--- src/rtl/multicycle_sequencer.sv ---
// Multi-cycle control sequencer for rv32i_cpu: FETCH/DECODE/EXEC/MEM/WB.
// Shares one memory port between fetch and load/store; sticky fault state.
//
// Ports:
//   clk, rst_n           clock, async active-low reset
//   pc, alu_result       fetch address / load-store address
//   mem_op, mem_write_mask, funct3, regfile_src, funct3_valid  decode inputs
//   mem_ready            memory handshake (may be combinational)
//   mem_req/we/wmask/addr  memory port
//   instr_en, load_en, regfile_we, pc_en  datapath enables
//   fault, fault_cause, state             status / debug
//
// Optional feature: define MISALIGN_TRAP_EN to trap misaligned
// half/word accesses in EXEC (cause 11) instead of issuing them.
`timescale 1ns/1ps

module multicycle_sequencer #(
  parameter int unsigned MEM_TIMEOUT = 255
) (
  input  logic        clk,
  input  logic        rst_n,
  input  logic [31:0] pc,
  input  logic [31:0] alu_result,
  input  logic [1:0]  mem_op,
  input  logic [3:0]  mem_write_mask,
  input  logic [2:0]  funct3,
  input  logic [2:0]  regfile_src,
  input  logic        funct3_valid,
  input  logic        mem_ready,
  output logic        mem_req,
  output logic        mem_we,
  output logic [3:0]  mem_wmask,
  output logic [31:0] mem_addr,
  output logic        instr_en,
  output logic        load_en,
  output logic        regfile_we,
  output logic        pc_en,
  output logic        fault,
  output logic [1:0]  fault_cause,
  output logic [2:0]  state
);

  localparam logic [2:0] S_IDLE   = 3'd0;
  localparam logic [2:0] S_FETCH  = 3'd1;
  localparam logic [2:0] S_DECODE = 3'd2;
  localparam logic [2:0] S_EXEC   = 3'd3;
  localparam logic [2:0] S_MEM    = 3'd4;
  localparam logic [2:0] S_WB     = 3'd5;
  localparam logic [2:0] S_FAULT  = 3'd7;

  localparam logic [1:0] MEM_OP_NONE  = 2'd0;
  localparam logic [1:0] MEM_OP_LOAD  = 2'd1;
  localparam logic [1:0] MEM_OP_STORE = 2'd2;

  localparam logic [2:0] REG_SRC_NONE = 3'd0;

  localparam logic [1:0] CAUSE_F3 = 2'b01;
  localparam logic [1:0] CAUSE_TO = 2'b10;
  localparam logic [1:0] CAUSE_MA = 2'b11;

  localparam logic [1:0] SZ_HALF = 2'b01;
  localparam logic [1:0] SZ_WORD = 2'b10;

  // Zero timeout disables the watchdog entirely.
  localparam bit         TO_EN   = (MEM_TIMEOUT != 0);
  localparam logic [7:0] TO_LAST = 8'(MEM_TIMEOUT - 1);

`ifdef MISALIGN_TRAP_EN
  localparam bit MA_TRAP = 1'b1;
`else
  localparam bit MA_TRAP = 1'b0;
`endif

  logic [2:0] state_q, state_d;
  logic [7:0] wait_q, wait_d;
  logic [1:0] cause_q, cause_d;

  logic       in_fetch;
  logic       in_mem;
  logic       in_wb;
  logic       in_fault;
  logic       is_load;
  logic       is_store;
  logic       is_ls;
  logic       misaligned;
  logic       ma_hit;
  logic       to_hit;
  logic [7:0] wait_inc;
  logic       unused_f3;

  assign in_fetch = (state_q == S_FETCH);
  assign in_mem   = (state_q == S_MEM);
  assign in_wb    = (state_q == S_WB);
  assign in_fault = (state_q == S_FAULT);

  assign is_load  = (mem_op == MEM_OP_LOAD);
  assign is_store = (mem_op == MEM_OP_STORE);
  assign is_ls    = is_load | is_store;

  // Access size lives in funct3[1:0]; bit 2 (unsigned) is irrelevant here.
  assign unused_f3 = funct3[2];

  always_comb begin
    misaligned = 1'b0;
    unique case (funct3[1:0])
      SZ_HALF: misaligned = alu_result[0];
      SZ_WORD: misaligned = |alu_result[1:0];
      default: misaligned = 1'b0;
    endcase
  end

  assign ma_hit = MA_TRAP & is_ls & misaligned;

  // Counter saturates so an unlimited timeout never wraps.
  assign wait_inc = (wait_q == 8'hFF) ? wait_q : wait_q + 8'd1;
  assign to_hit   = TO_EN && (wait_q == TO_LAST);

  // Next state. The wait counter returns to zero in every state
  // other than a stalled FETCH/MEM, so it is clear on entry.
  always_comb begin
    state_d = state_q;
    wait_d  = '0;
    cause_d = cause_q;
    unique case (state_q)
      S_IDLE: begin
        state_d = S_FETCH;
      end
      S_FETCH: begin
        if (mem_ready) begin
          state_d = S_DECODE;
        end else if (to_hit) begin
          state_d = S_FAULT;
          cause_d = CAUSE_TO;
        end else begin
          wait_d = wait_inc;
        end
      end
      S_DECODE: begin
        if (!funct3_valid) begin
          state_d = S_FAULT;
          cause_d = CAUSE_F3;
        end else begin
          state_d = S_EXEC;
        end
      end
      S_EXEC: begin
        if (ma_hit) begin
          state_d = S_FAULT;
          cause_d = CAUSE_MA;
        end else if (mem_op != MEM_OP_NONE) begin
          state_d = S_MEM;
        end else begin
          state_d = S_WB;
        end
      end
      S_MEM: begin
        if (mem_ready) begin
          state_d = S_WB;
        end else if (to_hit) begin
          state_d = S_FAULT;
          cause_d = CAUSE_TO;
        end else begin
          wait_d = wait_inc;
        end
      end
      S_WB: begin
        state_d = S_FETCH;
      end
      S_FAULT: begin
        state_d = S_FAULT;
      end
      default: begin
        state_d = S_IDLE;
      end
    endcase
  end

  always_ff @(posedge clk or negedge rst_n) begin
    if (!rst_n) begin
      state_q <= S_IDLE;
      wait_q  <= '0;
      cause_q <= '0;
    end else begin
      state_q <= state_d;
      wait_q  <= wait_d;
      cause_q <= cause_d;
    end
  end

  // Outputs are decoded from the registered state only (plus
  // mem_ready for the pulses), so they fall with async reset.
  always_comb begin
    mem_req    = 1'b0;
    mem_we     = 1'b0;
    mem_wmask  = '0;
    mem_addr   = '0;
    instr_en   = 1'b0;
    load_en    = 1'b0;
    regfile_we = 1'b0;
    pc_en      = 1'b0;
    fault      = 1'b0;
    unique case (1'b1)
      in_fetch: begin
        mem_req  = 1'b1;
        mem_addr = pc;
        instr_en = mem_ready;
      end
      in_mem: begin
        mem_req   = 1'b1;
        mem_addr  = alu_result;
        mem_we    = is_store;
        mem_wmask = is_store ? mem_write_mask : 4'b0000;
        load_en   = mem_ready & is_load;
      end
      in_wb: begin
        regfile_we = (regfile_src != REG_SRC_NONE);
        pc_en      = 1'b1;
      end
      in_fault: begin
        fault = 1'b1;
      end
      default: begin
      end
    endcase
  end

  assign fault_cause = cause_q;
  assign state       = state_q;

endmodule

--- config.mk ---
export PLATFORM = sky130hd
export DESIGN_NAME = multicycle_sequencer
export DESIGN_NICKNAME = d
export VERILOG_FILES = /design/src/rtl/multicycle_sequencer.sv
export SDC_FILE = /design/constraint.sdc
export NUM_CORES = 1
export LEC_CHECK = 0
export ABC_CLOCK_PERIOD_IN_PS = 2700
export BUFFER_PORTS_ARGS = -buffer_cell sky130_fd_sc_hd__buf_2
export CELL_PAD_IN_SITES_DETAIL_PLACEMENT = 0
export CELL_PAD_IN_SITES_GLOBAL_PLACEMENT = 1
export CORE_MARGIN = 1.5
export CORE_UTILIZATION = 24
export CTS_CLUSTER_SIZE = 20
export DETAILED_ROUTE_END_ITERATION = 8
export PLACE_DENSITY = 0.88
export SLEW_MARGIN = 20
export SYNTH_ARGS = -nofsm -noshare
export SYNTH_HDL_FRONTEND = slang
export SYNTH_SLANG_ARGS = --single-unit
--- constraint.sdc ---
create_clock -name clk -period 2.7 [get_ports clk]
set_input_delay 0.54 -clock clk [delete_from_list [all_inputs] [get_ports clk]]
set_output_delay 0.54 -clock clk [all_outputs]
set_load 0.005 [all_outputs]
== Word level (Yosys, flattened, before mapping) ==
Cells that the tools add are included.
Word-level totals
  flip-flop bits (word level): 13
  latch bits: 0
  memory bits (writable): 0
  bits in read-only memories: 0
  input port bits: 80
  memories kept: 0
Cells by class
  add/subtract/negate cells: 1
  multipliers: 0
  div/mod/pow operators: 0
  magnitude comparators: 0
  equal/unequal tests: 14
  shift operators: 0
  mux-type cells: 24
  bitwise operators: 1
  reduce and logical (&&, ||, !) cells: 7
Operators with widths (number)
  $pmux 32 s2: 1
  $mux 8: 4
  $pmux 3 s6: 1
  $eq 8x8->1 const B: 2
  $mux 3: 4
  $eq 3x3->1 const B: 3
  $add 8x1->8 const B: 1
  $mux 1: 8
  $mux 4: 2
  $eq 3x2->1 const B: 2
  $mux 2: 3
  $ne 2x2->1 const B: 2
  $ne 4x4->1 const B: 1
  $pmux 2 s2: 1
  $reduce_and 4->1: 1
  $reduce_bool 2->1: 2
  $reduce_or 2->1: 2
  $eq 3x1->1 const B: 1
  $logic_not 3->1: 1
  $reduce_bool 3->1: 1
  $eq 2x1->1 const B: 1
  $eq 2x2->1 const B: 1
  $ne 2x1->1 const B: 1
  $and 1x1->1: 1

== Longest topological paths before layout ==
  word-level depth: 5
  gate-level depth with buffers: 6
  gate-level depth less buffers: 6

== Worst setup path before layout ==
No wires, ideal clock.
  path type: register to output
  start: register state_q[0], in the netlist state[0]
  end: output port mem_addr[10]
  arrival: 1404 ps
  required time: 2160 ps
  path slack: 756 ps
  cell stages (with the launch flop): 6
  path buffers: 2
  cells stage by stage: dfrtp_1 > buf_4 > nand2b_1 > nor2_1 > buf_2 > a22o_1
Between the ends
  longest elaborated chain between the ends: 2
  elaborated cells between the ends (all ways): 3
RTL lines
  start: declaration: line 74  | logic [2:0] state_q, state_d;
  start signal: assignment: line 184  | state_q <= state_d;
  $eq 3x3->1 / $eq 3x1->1 (equally long branches): line 92, 91
  $pmux 32 s2 *: line 202  | unique case (1'b1)
  end: declaration: line 33  | output logic [31:0] mem_addr,
Every way passes the cells marked *; elsewhere a longest branch is shown, timed or not.

== Final worst setup path ==
  start: register state_q[0], in the netlist state[0]
  end: output port mem_addr[29]
Same word-level chain as after synthesis.

==> impl_summary.txt <==
----------------------------------------------------
[Global routing]
  Grt ovf ... 0
  Wire length of the first global-routing pass ... 6520 um
  Antenna violations before repair ... 0
  Total track usage ... 15.6%
  Number of global-route vias before repair ... 1,327
  Pin count of the biggest net entering global routing ... 34

[CTS]
  Number of buffers on the longest clock path ... 2
  Number of H-tree branching levels ... 1
  CTS root buf ... sky130_fd_sc_hd__clkbuf_8
  Post-CTS Setup Inserts ... 0
  Clock tree from TritonCTS ... built
  TritonCTS buffer count ... 3
  Clock latency on the worst-skew pair ... 0.24 ns
  Clock slew seen by the registers of the worst setup and hold paths ... 0.06 ns
  Post-cts gate resize count ... 0
  Hold buffer count at CTS ... 0
  Clock sink count ... 13

[Synth]
  Number of distinct standard cells referenced by the synthesized netlist ... 44
  Cell area after synthesis ... 0.00119 mm^2
  Post-synth top area cell ... sky130_fd_sc_hd__dfrtp_1
  Net count after synthesis ... 216
  Synthesized area per cell ... 8.88 um^2
  Yosys warning count ... 0
  Commonest cells in the netlist ... sky130_fd_sc_hd__a22o_1, sky130_fd_sc_hd__dfrtp_1, sky130_fd_sc_hd__nor2_1
  Synth area leaders ... sky130_fd_sc_hd__dfrtp_1, sky130_fd_sc_hd__a22o_1, sky130_fd_sc_hd__and2_1, sky130_fd_sc_hd__a21oi_1, sky130_fd_sc_hd__mux2i_1
  Top-area cell type share of the netlist area ... 27.3%
  Primary FF master, synth ... sky130_fd_sc_hd__dfrtp_1
  Synthesized instance count ... 134
  Seq cells post-synth ... 13
  Post-synth EDFFs ... 0
  Post-synth ARST share ... 100%
  Dominant cell by count in the synthesized netlist ... sky130_fd_sc_hd__a22o_1
  Sequential fraction of the synthesis area ... 27.3%

[Timing]
  Final setup violation count ... 0
  Clk_skew ... 0.000383 ns
  Fin crit share ... 87.3%
  Final-report max-slew violation count ... 0
  Fmax ... 0.424 GHz
  Accumulated negative setup slack ... 0 ns
  Transition at the pin with the smallest max-transition slack ... 0.427 ns
  Number of endpoints with negative hold slack in the final report ... 0
  Final Critical Period ... 2.36 ns
  Relative slew slack ... 71.5%
  RSZ-0062 raised after global routing ... false

[Floorplan]
  Overall die height ... 73.4 um
  Horizontal die dimension ... 73.4 um
  Core Box Area ... 0.00475 mm^2
  Starting density of the core ... 25.0%
  Overall die area ... 0.00539 mm^2
  Number of placed I/O pins ... 128
  Std-Cell Rows ... 25

[Power]
  Power per cell area ... 751 mW/mm^2
  Cell internal pwr ... 0.833 mW
  Sequential share of power ... 18.4%
  Logic pwr share ... 69.4%
  Net switching component of the power ... 0.616 mW
  Net switching fraction of the power ... 42.5%
  Clock power share ... 12.2%
  Highest ir drop seen on vdd ... 0.000468 V
  Leak Pwr ... 1.05 nW

[Finish]
  Synthesis-to-layout area growth ... 62.1%
  Final-stage net count ... 340
  Antenna diode count ... 0
  Count of non-filler cells in the finished layout ... 324
  Count of fill cells added during filler insertion ... 527
  Fraction of final layout cells with drive strength greater than 1 ... 55.3%
  Final core utilization ... 40.6%
  Design Area, Final ... 0.00193 mm^2

[Critical path]
  WS Path Type ... reg2out
  Buffering stage count on the worst path with inverters included ... 2
  Delay of the slowest cell on the worst path ... 0.37 ns
  Data required time of the worst path ... 2.16 ns
  Kind of end point of the critical path ... output pin
  Startpoint type of the worst setup path ... flop
  Worst path top cell family by delay ... simple AND/OR/NAND/NOR gates
  Crit Path Max Fanout ... 27
  Arrival time of data at the critical path endpoint ... 1.82 ns
  Critical path cell sequence ... nand2b_1, nor2_2, buf_4, a22o_1, buf_2
  Slowest cell on crit path ... sky130_fd_sc_hd__dfrtp_1

[Detailed routing]
  Total Wirelength ... 4380 um
  Initial DRT Pass Iterations ... 4
  Routed WL per cell ... 13.5 um
  DRC violations left ... 0
  Routed vias/inst ... 4.76
  Violation count after the first detailed-routing iteration ... 140
  Residual antenna-violating net count after detailed routing ... 0
  Total number of vias ... 1,541

[Placed design]
  Inst Count DP ... 320
  HPWL Detailed ... 3490 um
  Area post-placement ... 0.00188 mm^2
  Input/output buffers ... 124
  Routability congestion estimate ... 0.809

[Min path]
  Hold Crit Class ... in2async

[Status]
  Result of the run ... complete, no violations

[Job]
  Max-cap violations ... 0

----------------------------------------------------
==> logic make-up (layout without fill, tap and decap cells) <==
family,after synthesis,in the layout,share of synthesized area [%]
compound gates,57,57,37.8
xor+xnor,1,1,2.31
fa+ha+maj,2,2,2.10
buf+inv,14,137,5.99
flops,13,13,27.3
mux,3,3,2.52
simple gates,44,44,22.0
==> through the flow <==
stage / setup slack [ns] / hold slack, ns / power, mW
2_1_floorplan: 0.756 / 0.244 / 0.862
3_3_place_gp: 0.621 / 0.439 / 1.27
3_5_place_dp: 0.599 / 0.443 / 1.28
4_1_cts: 0.324 / 0.181 / 1.46
5_1_grt: 0.163 / 0.197 / 1.60
6_report: 0.344 / 0.174 / 1.45
==> routing by layer <==
| layer | global-route usage (%) | up-vias | share of wire (%) | wire length, um |
|---|---|---|---|---|
| li1 | - | 774 | - | - |
| met1 | 20.7 | 692 | 43 | 1870 |
| met2 | 23.8 | 70 | 49 | 2140 |
| met3 | 4.39 | 5 | 6.8 | 299 |
| met4 | 6.17 | 0 | 1.4 | 61 |
| met5 | 0 | - | 0 | 0 |
==> flip-flops by register name, indices dropped and copies added, names as in the netlist <==
name / cells
wait_q: 8
fault_cause: 2
state: 3
==> worst reg2reg max path, stage by stage (launching register included) <==
cell,delay (ns)
sky130_fd_sc_hd__dfrtp_1,0.45
sky130_fd_sc_hd__buf_4,0.20
sky130_fd_sc_hd__nor2_2,0.19
sky130_fd_sc_hd__nand2_2,0.10
sky130_fd_sc_hd__or4_4,0.53
sky130_fd_sc_hd__a211oi_2,0.22
==> power groups by stage <==
stage / logic (mW) / clock network [mW] / registers (mW)
finish: 1.01 / 0.177 / 0.267
global route: 1.13 / 0.197 / 0.273
CTS: 1.01 / 0.181 / 0.268
detailed placement: 1.01 / 0 / 0.271
global placement: 1.00 / 0 / 0.269
floorplan: 0.594 / 0 / 0.269
==> cell type report <==
class                      instances  area [um^2]  share of cell area, %
multi-input combinational        107          798                   41.4
timing repair buffer             130          666                   34.5
sequential                        13          325                   16.9
tap                               67         83.8                   4.35
clock buffer                       4         45.0                   2.33
inverter                           3         11.3                  0.584
==> cell usage in the layout (no fill, tap or decap), types with 5 or more instances in the layout <==
master	synthesis	final
sky130_fd_sc_hd__a22o_1	32	32
sky130_fd_sc_hd__and2_1	5	5
sky130_fd_sc_hd__buf_4	1	6
sky130_fd_sc_hd__dfrtp_1	13	13
sky130_fd_sc_hd__a21oi_1	6	6
sky130_fd_sc_hd__nor2_1	8	6
sky130_fd_sc_hd__buf_2	4	124
sky130_fd_sc_hd__o21ai_0	5	5
sky130_fd_sc_hd__nand2_1	6	6
==> final timing paths <==
kind,slack [ns],end,cells past startpoint,start
max,0.34,mem_addr[29],5,state[0]
min reg2reg,0.50,fault_cause[1],1,fault_cause[1]
min in group clk,0.50,fault_cause[1],1,fault_cause[1]
min,0.17,wait_q[6],1,rst_n
max in group asynchronous,2.30,state[2],1,rst_n
max reg2reg,0.92,wait_q[3],5,state[1]
Note: power is estimated with default switching activity, not from simulation.
